===== src/rtl/noc_flit_pkg.sv =====
// Shared NoC flit definitions: flit type codes, field placement and the injector state enum.
// Also imported by the sink monitor so both ends agree on the flit layout.
package noc_flit_pkg;

  typedef enum logic [1:0] {
    FT_BODY   = 2'b00,
    FT_HEAD   = 2'b01,
    FT_TAIL   = 2'b10,
    FT_SINGLE = 2'b11
  } flit_type_e;

  typedef enum logic [1:0] {
    ST_IDLE,
    ST_SEND,
    ST_GAP,
    ST_FIN
  } inj_state_e;

  localparam int FLIT_W   = 32;
  localparam int TYPE_LSB = 30;
  localparam int TYPE_W   = 2;
  localparam int DST_LSB  = 24;
  localparam int SRC_LSB  = 18;
  localparam int ID_W     = 6;
  localparam int PKT_LSB  = 8;
  localparam int PKT_W    = 10;
  localparam int IDX_LSB  = 0;
  localparam int IDX_W    = 8;

  function automatic logic [FLIT_W-1:0] build_flit(
    input flit_type_e       ftype,
    input logic [ID_W-1:0]  dst,
    input logic [ID_W-1:0]  src,
    input logic [PKT_W-1:0] pkt,
    input logic [IDX_W-1:0] idx
  );
    logic [FLIT_W-1:0] f;
    f = '0;
    f[TYPE_LSB +: TYPE_W] = ftype;
    f[DST_LSB  +: ID_W]   = dst;
    f[SRC_LSB  +: ID_W]   = src;
    f[PKT_LSB  +: PKT_W]  = pkt;
    f[IDX_LSB  +: IDX_W]  = idx;
    return f;
  endfunction

endpackage


===== src/rtl/credit_counter.sv =====
// Downstream credit tracker: one credit consumed per sent flit, one returned per update.
// A return while already full saturates and flags an overflow for that cycle.
module credit_counter #(
  parameter int CREDITS = 4
) (
  input  logic                               clk,
  input  logic                               rstn,
  input  logic                               inc,
  input  logic                               dec,
  output logic [$clog2(CREDITS+1)-1:0]       cnt,
  output logic                               ovf
);

  localparam int            CW   = $clog2(CREDITS+1);
  localparam logic [CW-1:0] FULL = CW'(CREDITS);

  logic [CW-1:0] cnt_q, cnt_d;

  always_comb begin
    cnt_d = cnt_q;
    ovf   = 1'b0;
    if (inc && !dec) begin
      if (cnt_q == FULL) begin
        ovf = 1'b1;
      end else begin
        cnt_d = cnt_q + CW'(1);
      end
    end else if (dec && !inc && (cnt_q != '0)) begin
      cnt_d = cnt_q - CW'(1);
    end
  end

  always_ff @(posedge clk) begin
    if (!rstn) begin
      cnt_q <= FULL;
    end else begin
      cnt_q <= cnt_d;
    end
  end

  assign cnt = cnt_q;

endmodule


===== src/rtl/packet_injector.sv =====
// Credit-flow-controlled NoC traffic generator: emits bursts of fixed-length packets
// with configurable inter-packet gaps, and flags protocol errors on the downstream link.
//
// state   | meaning
// IDLE    | waiting for start, config registers hold last burst
// SEND    | emitting flits whenever a credit is available
// GAP     | idle cycles between packets, down-counter to terminal count 1
// FIN     | one-cycle done pulse, then back to IDLE
module packet_injector
  import noc_flit_pkg::*;
#(
  parameter int         DW      = 32,
  parameter int         CREDITS = 4,
  parameter logic [5:0] SRC_ID  = 6'd0
) (
  input  logic                         clk,
  input  logic                         rstn,
  input  logic                         start,
  input  logic [15:0]                  num_pkts,
  input  logic [7:0]                   pkt_len,
  input  logic [5:0]                   dst_id,
  input  logic [7:0]                   gap,
  output logic                         valid,
  output logic [DW-1:0]                data,
  input  logic                         ready,
  input  logic                         credit_upd,
  output logic                         busy,
  output logic                         done,
  output logic [31:0]                  flits_sent,
  output logic [$clog2(CREDITS+1)-1:0] credit_cnt,
  output logic [1:0]                   err
);

  inj_state_e  state_q, state_d;
  logic [15:0] num_pkts_q, num_pkts_d;
  logic [7:0]  pkt_len_q, pkt_len_d;
  logic [5:0]  dst_q, dst_d;
  logic [7:0]  gap_q, gap_d;
  logic [15:0] pkt_num_q, pkt_num_d;
  logic [7:0]  idx_q, idx_d;
  logic [7:0]  gap_cnt_q, gap_cnt_d;
  logic [31:0] flits_sent_q, flits_sent_d;
  logic [1:0]  err_q, err_d;

  logic        ovf;
  logic [7:0]  len_eff;
  logic        last_flit;
  flit_type_e  ftype;
  logic [31:0] flit;

  credit_counter #(.CREDITS(CREDITS)) u_credit (
    .clk  (clk),
    .rstn (rstn),
    .inc  (credit_upd),
    .dec  (valid),
    .cnt  (credit_cnt),
    .ovf  (ovf)
  );

  // valid depends only on registered state, never on ready/credit_upd
  assign valid     = (state_q == ST_SEND) && (credit_cnt != '0);
  assign busy      = (state_q != ST_IDLE);
  assign done      = (state_q == ST_FIN);
  assign len_eff   = (pkt_len_q == 8'd0) ? 8'd1 : pkt_len_q;
  assign last_flit = (idx_q == len_eff - 8'd1);

  always_comb begin
    ftype = FT_BODY;
    if (idx_q == 8'd0) begin
      ftype = (len_eff == 8'd1) ? FT_SINGLE : FT_HEAD;
    end else if (last_flit) begin
      ftype = FT_TAIL;
    end
  end

  assign flit = build_flit(ftype, dst_q, SRC_ID, pkt_num_q[9:0], idx_q);

  always_comb begin
    data = '0;
    if (valid) begin
      data[31:0] = flit;
    end
  end

  always_comb begin
    state_d      = state_q;
    num_pkts_d   = num_pkts_q;
    pkt_len_d    = pkt_len_q;
    dst_d        = dst_q;
    gap_d        = gap_q;
    pkt_num_d    = pkt_num_q;
    idx_d        = idx_q;
    gap_cnt_d    = gap_cnt_q;
    flits_sent_d = flits_sent_q + {31'd0, valid};
    err_d        = err_q | {ovf, valid & ~ready};

    case (state_q)
      ST_IDLE: begin
        if (start) begin
          num_pkts_d = num_pkts;
          pkt_len_d  = pkt_len;
          dst_d      = dst_id;
          gap_d      = gap;
          pkt_num_d  = '0;
          idx_d      = '0;
          state_d    = (num_pkts == 16'd0) ? ST_FIN : ST_SEND;
        end
      end
      ST_SEND: begin
        if (valid) begin
          if (last_flit) begin
            pkt_num_d = pkt_num_q + 16'd1;
            idx_d     = '0;
            if (pkt_num_q == num_pkts_q - 16'd1) begin
              state_d = ST_FIN;
            end else if (gap_q != 8'd0) begin
              state_d   = ST_GAP;
              gap_cnt_d = gap_q;
            end
          end else begin
            idx_d = idx_q + 8'd1;
          end
        end
      end
      ST_GAP: begin
        if (gap_cnt_q == 8'd1) begin
          gap_cnt_d = '0;
          state_d   = ST_SEND;
        end else begin
          gap_cnt_d = gap_cnt_q - 8'd1;
        end
      end
      ST_FIN: begin
        state_d = ST_IDLE;
      end
      default: begin
        state_d = ST_IDLE;
      end
    endcase
  end

  always_ff @(posedge clk) begin
    if (!rstn) begin
      state_q      <= ST_IDLE;
      num_pkts_q   <= '0;
      pkt_len_q    <= '0;
      dst_q        <= '0;
      gap_q        <= '0;
      pkt_num_q    <= '0;
      idx_q        <= '0;
      gap_cnt_q    <= '0;
      flits_sent_q <= '0;
      err_q        <= '0;
    end else begin
      state_q      <= state_d;
      num_pkts_q   <= num_pkts_d;
      pkt_len_q    <= pkt_len_d;
      dst_q        <= dst_d;
      gap_q        <= gap_d;
      pkt_num_q    <= pkt_num_d;
      idx_q        <= idx_d;
      gap_cnt_q    <= gap_cnt_d;
      flits_sent_q <= flits_sent_d;
      err_q        <= err_d;
    end
  end

  assign flits_sent = flits_sent_q;
  assign err        = err_q;

endmodule


===== config.mk =====
export PLATFORM = sky130hd
export DESIGN_NAME = packet_injector
export DESIGN_NICKNAME = d
export VERILOG_FILES = /design/src/rtl/noc_flit_pkg.sv /design/src/rtl/credit_counter.sv /design/src/rtl/packet_injector.sv
export SDC_FILE = /design/constraint.sdc
export NUM_CORES = 1
export LEC_CHECK = 0
export ABC_AREA = 1
export BUFFER_PORTS_ARGS = -buffer_cell sky130_fd_sc_hd__clkbuf_2
export CORE_UTILIZATION = 45
export DETAILED_ROUTE_END_ITERATION = 7
export PLACE_DENSITY = 0.73
export SYNTH_ARGS = -nofsm -noshare
export SYNTH_HDL_FRONTEND = slang
export SYNTH_SLANG_ARGS = --single-unit

===== constraint.sdc =====
create_clock -name clk -period 4.05 [get_ports clk]
set_input_delay 0.405 -clock clk [delete_from_list [all_inputs] [get_ports clk]]
set_output_delay 0.405 -clock clk [all_outputs]
set_load 0.1 [all_outputs]

==> reports/metrics.csv <==
stage;metric;value;unit
power_and_ir_drop;power per cell area;500;nW/um2
clocking;htree depth;3;
flow_run;maxcap violations;0;
setup_path;CP Max Fanout;4;
cells_and_area;final net count;1116;
yosys;Yosys top cell by area;dfxtp_1;
power_and_ir_drop;final total power;3680;uW
setup_path;crit-path max cell delay;0.45;ns
yosys;post-synthesis instance total;962;
route;Initial DRC Count;448;
yosys;largest family of logic cells by synthesized area;simple AND/OR/NAND/NOR gates;
clocking;clk root buf;clkbuf_16;
cells_and_area;layout cell share with drive strength beyond 1;16.4;%
floorplanning;Placeable Area;13800;um2
yosys;warnings from Yosys;0;
global_routing;GRT Util Overall;22.5;%
global_routing;initial antenna violation count;1;
route;Pre-antenna DRT Iters;5;
sta;Worst Max-Slew Pin Slew;1.06;ns
yosys;Synth Area in XOR/XNOR;5.23;%
cells_and_area;Register Area;2180;um2
yosys;simple-gate share of the synthesized area;36.2;%
global_routing;vias in the first global route;5525;
setup_path;CP max-delay cell;clkbuf_2;
clocking;Setup Buffers After CTS;0;
floorplanning;die area;14600;um2
clocking;clock net sink count;109;
min_path;Worst Hold Class;in -> reg;
yosys;Seq/Total Area, Yosys;34.3;%
yosys;FFs w/ async S/R, synth;0;%
yosys;mapped cell area;6360;um2
setup_path;cell family with most CP delay;simple AND/OR/NAND/NOR gates;
sta;Setup Skew;0.0126;ns
route;WL final;16200;um
sta;max-slew violation count;0;
sta;Hold WS;0.273;ns
placement;Port Buffers;108;
route;Via density;5.10;
yosys;most frequent cell after synthesis;nand2_1;
setup_path;critical path arrival;2.89;ns
clocking;clock latency on the worst-skew pair;0.36;ns
setup_path;most used cell along the critical path;nand2_1;
yosys;syn avg cell area;6.61;um2
setup_path;Bufs and invs on worst path;3;
sta;Rel. slew slack;29.1;%
placement;placed cells;1231;
yosys;number of flops mapped to enable cells by yosys;0;
placement;DP HPWL;12200;um
yosys;synth top area cells;dfxtp_1 34%, nand2_1 11%, nor2_1 9.7%;
global_routing;global route total overflow;0;
route;Antenna Nets Post-Route;0;
route;detailed-route via count;6354;
sta;final setup margin;0.758;ns
cells_and_area;Layout fillers;1379;
power_and_ir_drop;static leakage;0.00329;uW
floorplanning;Die H;121;um
clocking;Max Buffers Root-to-Sink;2;
clocking;hold buffers post-CTS;0;
setup_path;Crit. End Element;output port;
sta;Final Hold Viols;0;
global_routing;global-route wire length before repair;26100;um
sta;min Tclk post-route;3.29;ns
setup_path;crit path cell chain;nor2_2 > nand2_2 > o21ai_2 > inv_1 > ha_1 > nand2_1 > inv_2 > nand2_1 > xor2_1 > nand3_1 > nor2_2 > nand4_1 > nand2_1 > clkbuf_2;
placement;Setup WS pre-CTS;1.19;ns
clocking;clock-pin slew on the worst setup and hold paths;0.08;ns
cells_and_area;post-route insts no fill;1247;
yosys;Compound-Gate Fraction of Synth Area;12.3;%
clocking;CTS tree;done;
yosys;multiplexer share of the synthesized area;0;%
setup_path;CP Data Required Time;3.64;ns
yosys;Main synth FF type;dfxtp_1;
cells_and_area;P&R area growth vs syn;15.6;%
floorplanning;Starting Density;46.0;%
clocking;total CTS buffers;9;
floorplanning;I/O pin cnt;115;
yosys;Synth Register Bits;109;
setup_path;r2r setup slk;1.19;ns
cells_and_area;Antenna Cells;0;
floorplanning;Die W;121;um
cells_and_area;Post-Route Utilization;53.2;%
yosys;Synth top cells by count;181 x nand2_1, 164 x nor2_1, 114 x inv_1, 109 x dfxtp_1, 61 x a21oi_1;
route;DRC viols;0;
setup_path;critical path type;reg -> out;
sta;period utilisation layout;81.3;%
route;wire length per cell;13.0;um
power_and_ir_drop;Max rail drop VDD;0.240;mV
cells_and_area;multi-input gate area in the final layout;3590;um2
floorplanning;Rows;43;
placement;final RePlAce weighted congestion;0.888;
yosys;Adder-Cell Fraction of Synth Area;2.28;%
yosys;Yosys top cell area share;34.3;%
status;status;completed;
global_routing;pin count of the biggest net entering global routing;37;
sta;fmax;0.304;GHz
sta;RSZ-0062 raised after global routing;no;
clocking;post_cts resized;0;
yosys;Yosys cell types;45;
setup_path;crit path launch type;flip-flop;
sta;final setup fails;0;
placed cells by master (no fill, tap or decap), types with 3 or more instances in the layout:
cell type  synthesis  routed
inv_1            114     114
inv_2              7       7
o21ai_0           57      57
a211oi_1           4       4
xnor2_1            9       9
nand2_2            8       8
nor2_4             6       7
nor2_2            14      14
a22oi_1            4       4
nor2_1           164     163
a31oi_1            3       3
clkinv_1           3       3
clkbuf_16          0       9
nand3_1           54      54
nand4_1           23      23
buf_4              6       5
nand3b_1           6       6
inv_6              0       3
nor4_1            11      11
conb_1             1       6
nor3b_1            4       4
dfxtp_1          109     109
clkbuf_2           0     108
nand2_1          181     181
a21oi_1           61      61
xor2_1            29      29
o22ai_1            3       3
nor3_1            24      24
o21a_1             6       6
ha_1              10      10
o21bai_1           3       3
per-stage QoR:
stage               setup TNS (ns)  instance area (um2)
finish                           0                 7360
floorplan                    -5.64                 6390
detailed placement               0                 7040
global route                     0                 7360
CTS                              0                 7360
global placement                 0                 7040
sequential cells by signal, indices dropped and copies added (netlist names):
register	cells
pkt_num_q	16
err	2
pkt_len_q	8
num_pkts_q	16
flits_sent	32
state_q	2
gap_cnt_q	8
idx_q	8
dst_q	6
gap_q	8
u_credit.cnt	3
per-layer routing:
layer	GRT usage, %	vias to the layer above	share of wire (%)
met5	0	-	0
met4	7.95	0	1.7
met3	3.76	21	6.5
met2	36.0	186	45
met1	30.4	2849	46
li1	-	3298	-
where the power goes:
| group | switching (uW) | internal (uW) | total [uW] |
|---|---|---|---|
| Clock | 429 | 508 | 937 |
| Sequential | 105 | 1180 | 1290 |
| Combinational | 1060 | 392 | 1450 |
| Total | 1600 | 2080 | 3680 |
cell families after synthesis:
logic type / count (synthesis)
XOR/XNOR: 38
AND/OR/NAND/NOR: 506
buffers and inverters: 153
AO/OA/AOI/OAI: 144
adder cells (fa/ha/maj): 11
flip-flops: 109
other: 1
path summary, 6_finish.rpt:
path                 from       end  cells past startpoint
max          pkt_len_q[3]  data[31]                     14
min                gap[4]  gap_q[4]                      3
max reg2reg  pkt_len_q[3]  idx_q[4]                     16
min reg2reg        err[1]    err[1]                      2
cell type report:
class,count,share of cell area [%]
inverters,124,6.33
clock inverters,6,1.02
repair buffers,113,7.86
clock buffers,10,3.25
well taps,180,3.06
multi-input cells,705,48.8
flip-flops and latches,109,29.7
worst register-to-register path: stages, from the launching register on:
cell and delay, ns:
dfxtp_1 0.36, nor2_2 0.17, nand2_2 0.09, o21ai_2 0.19
inv_1 0.06, ha_1 0.22, nand2_1 0.12, inv_2 0.06
nand2_1 0.07, xor2_1 0.20, nand3_1 0.10, nor2_1 0.10
nand2_1 0.07, nand2_2 0.24, nand2_2 0.28, nand2_1 0.33
a211oi_1 0.08
Note: power is estimated with default switching activity, not from simulation.
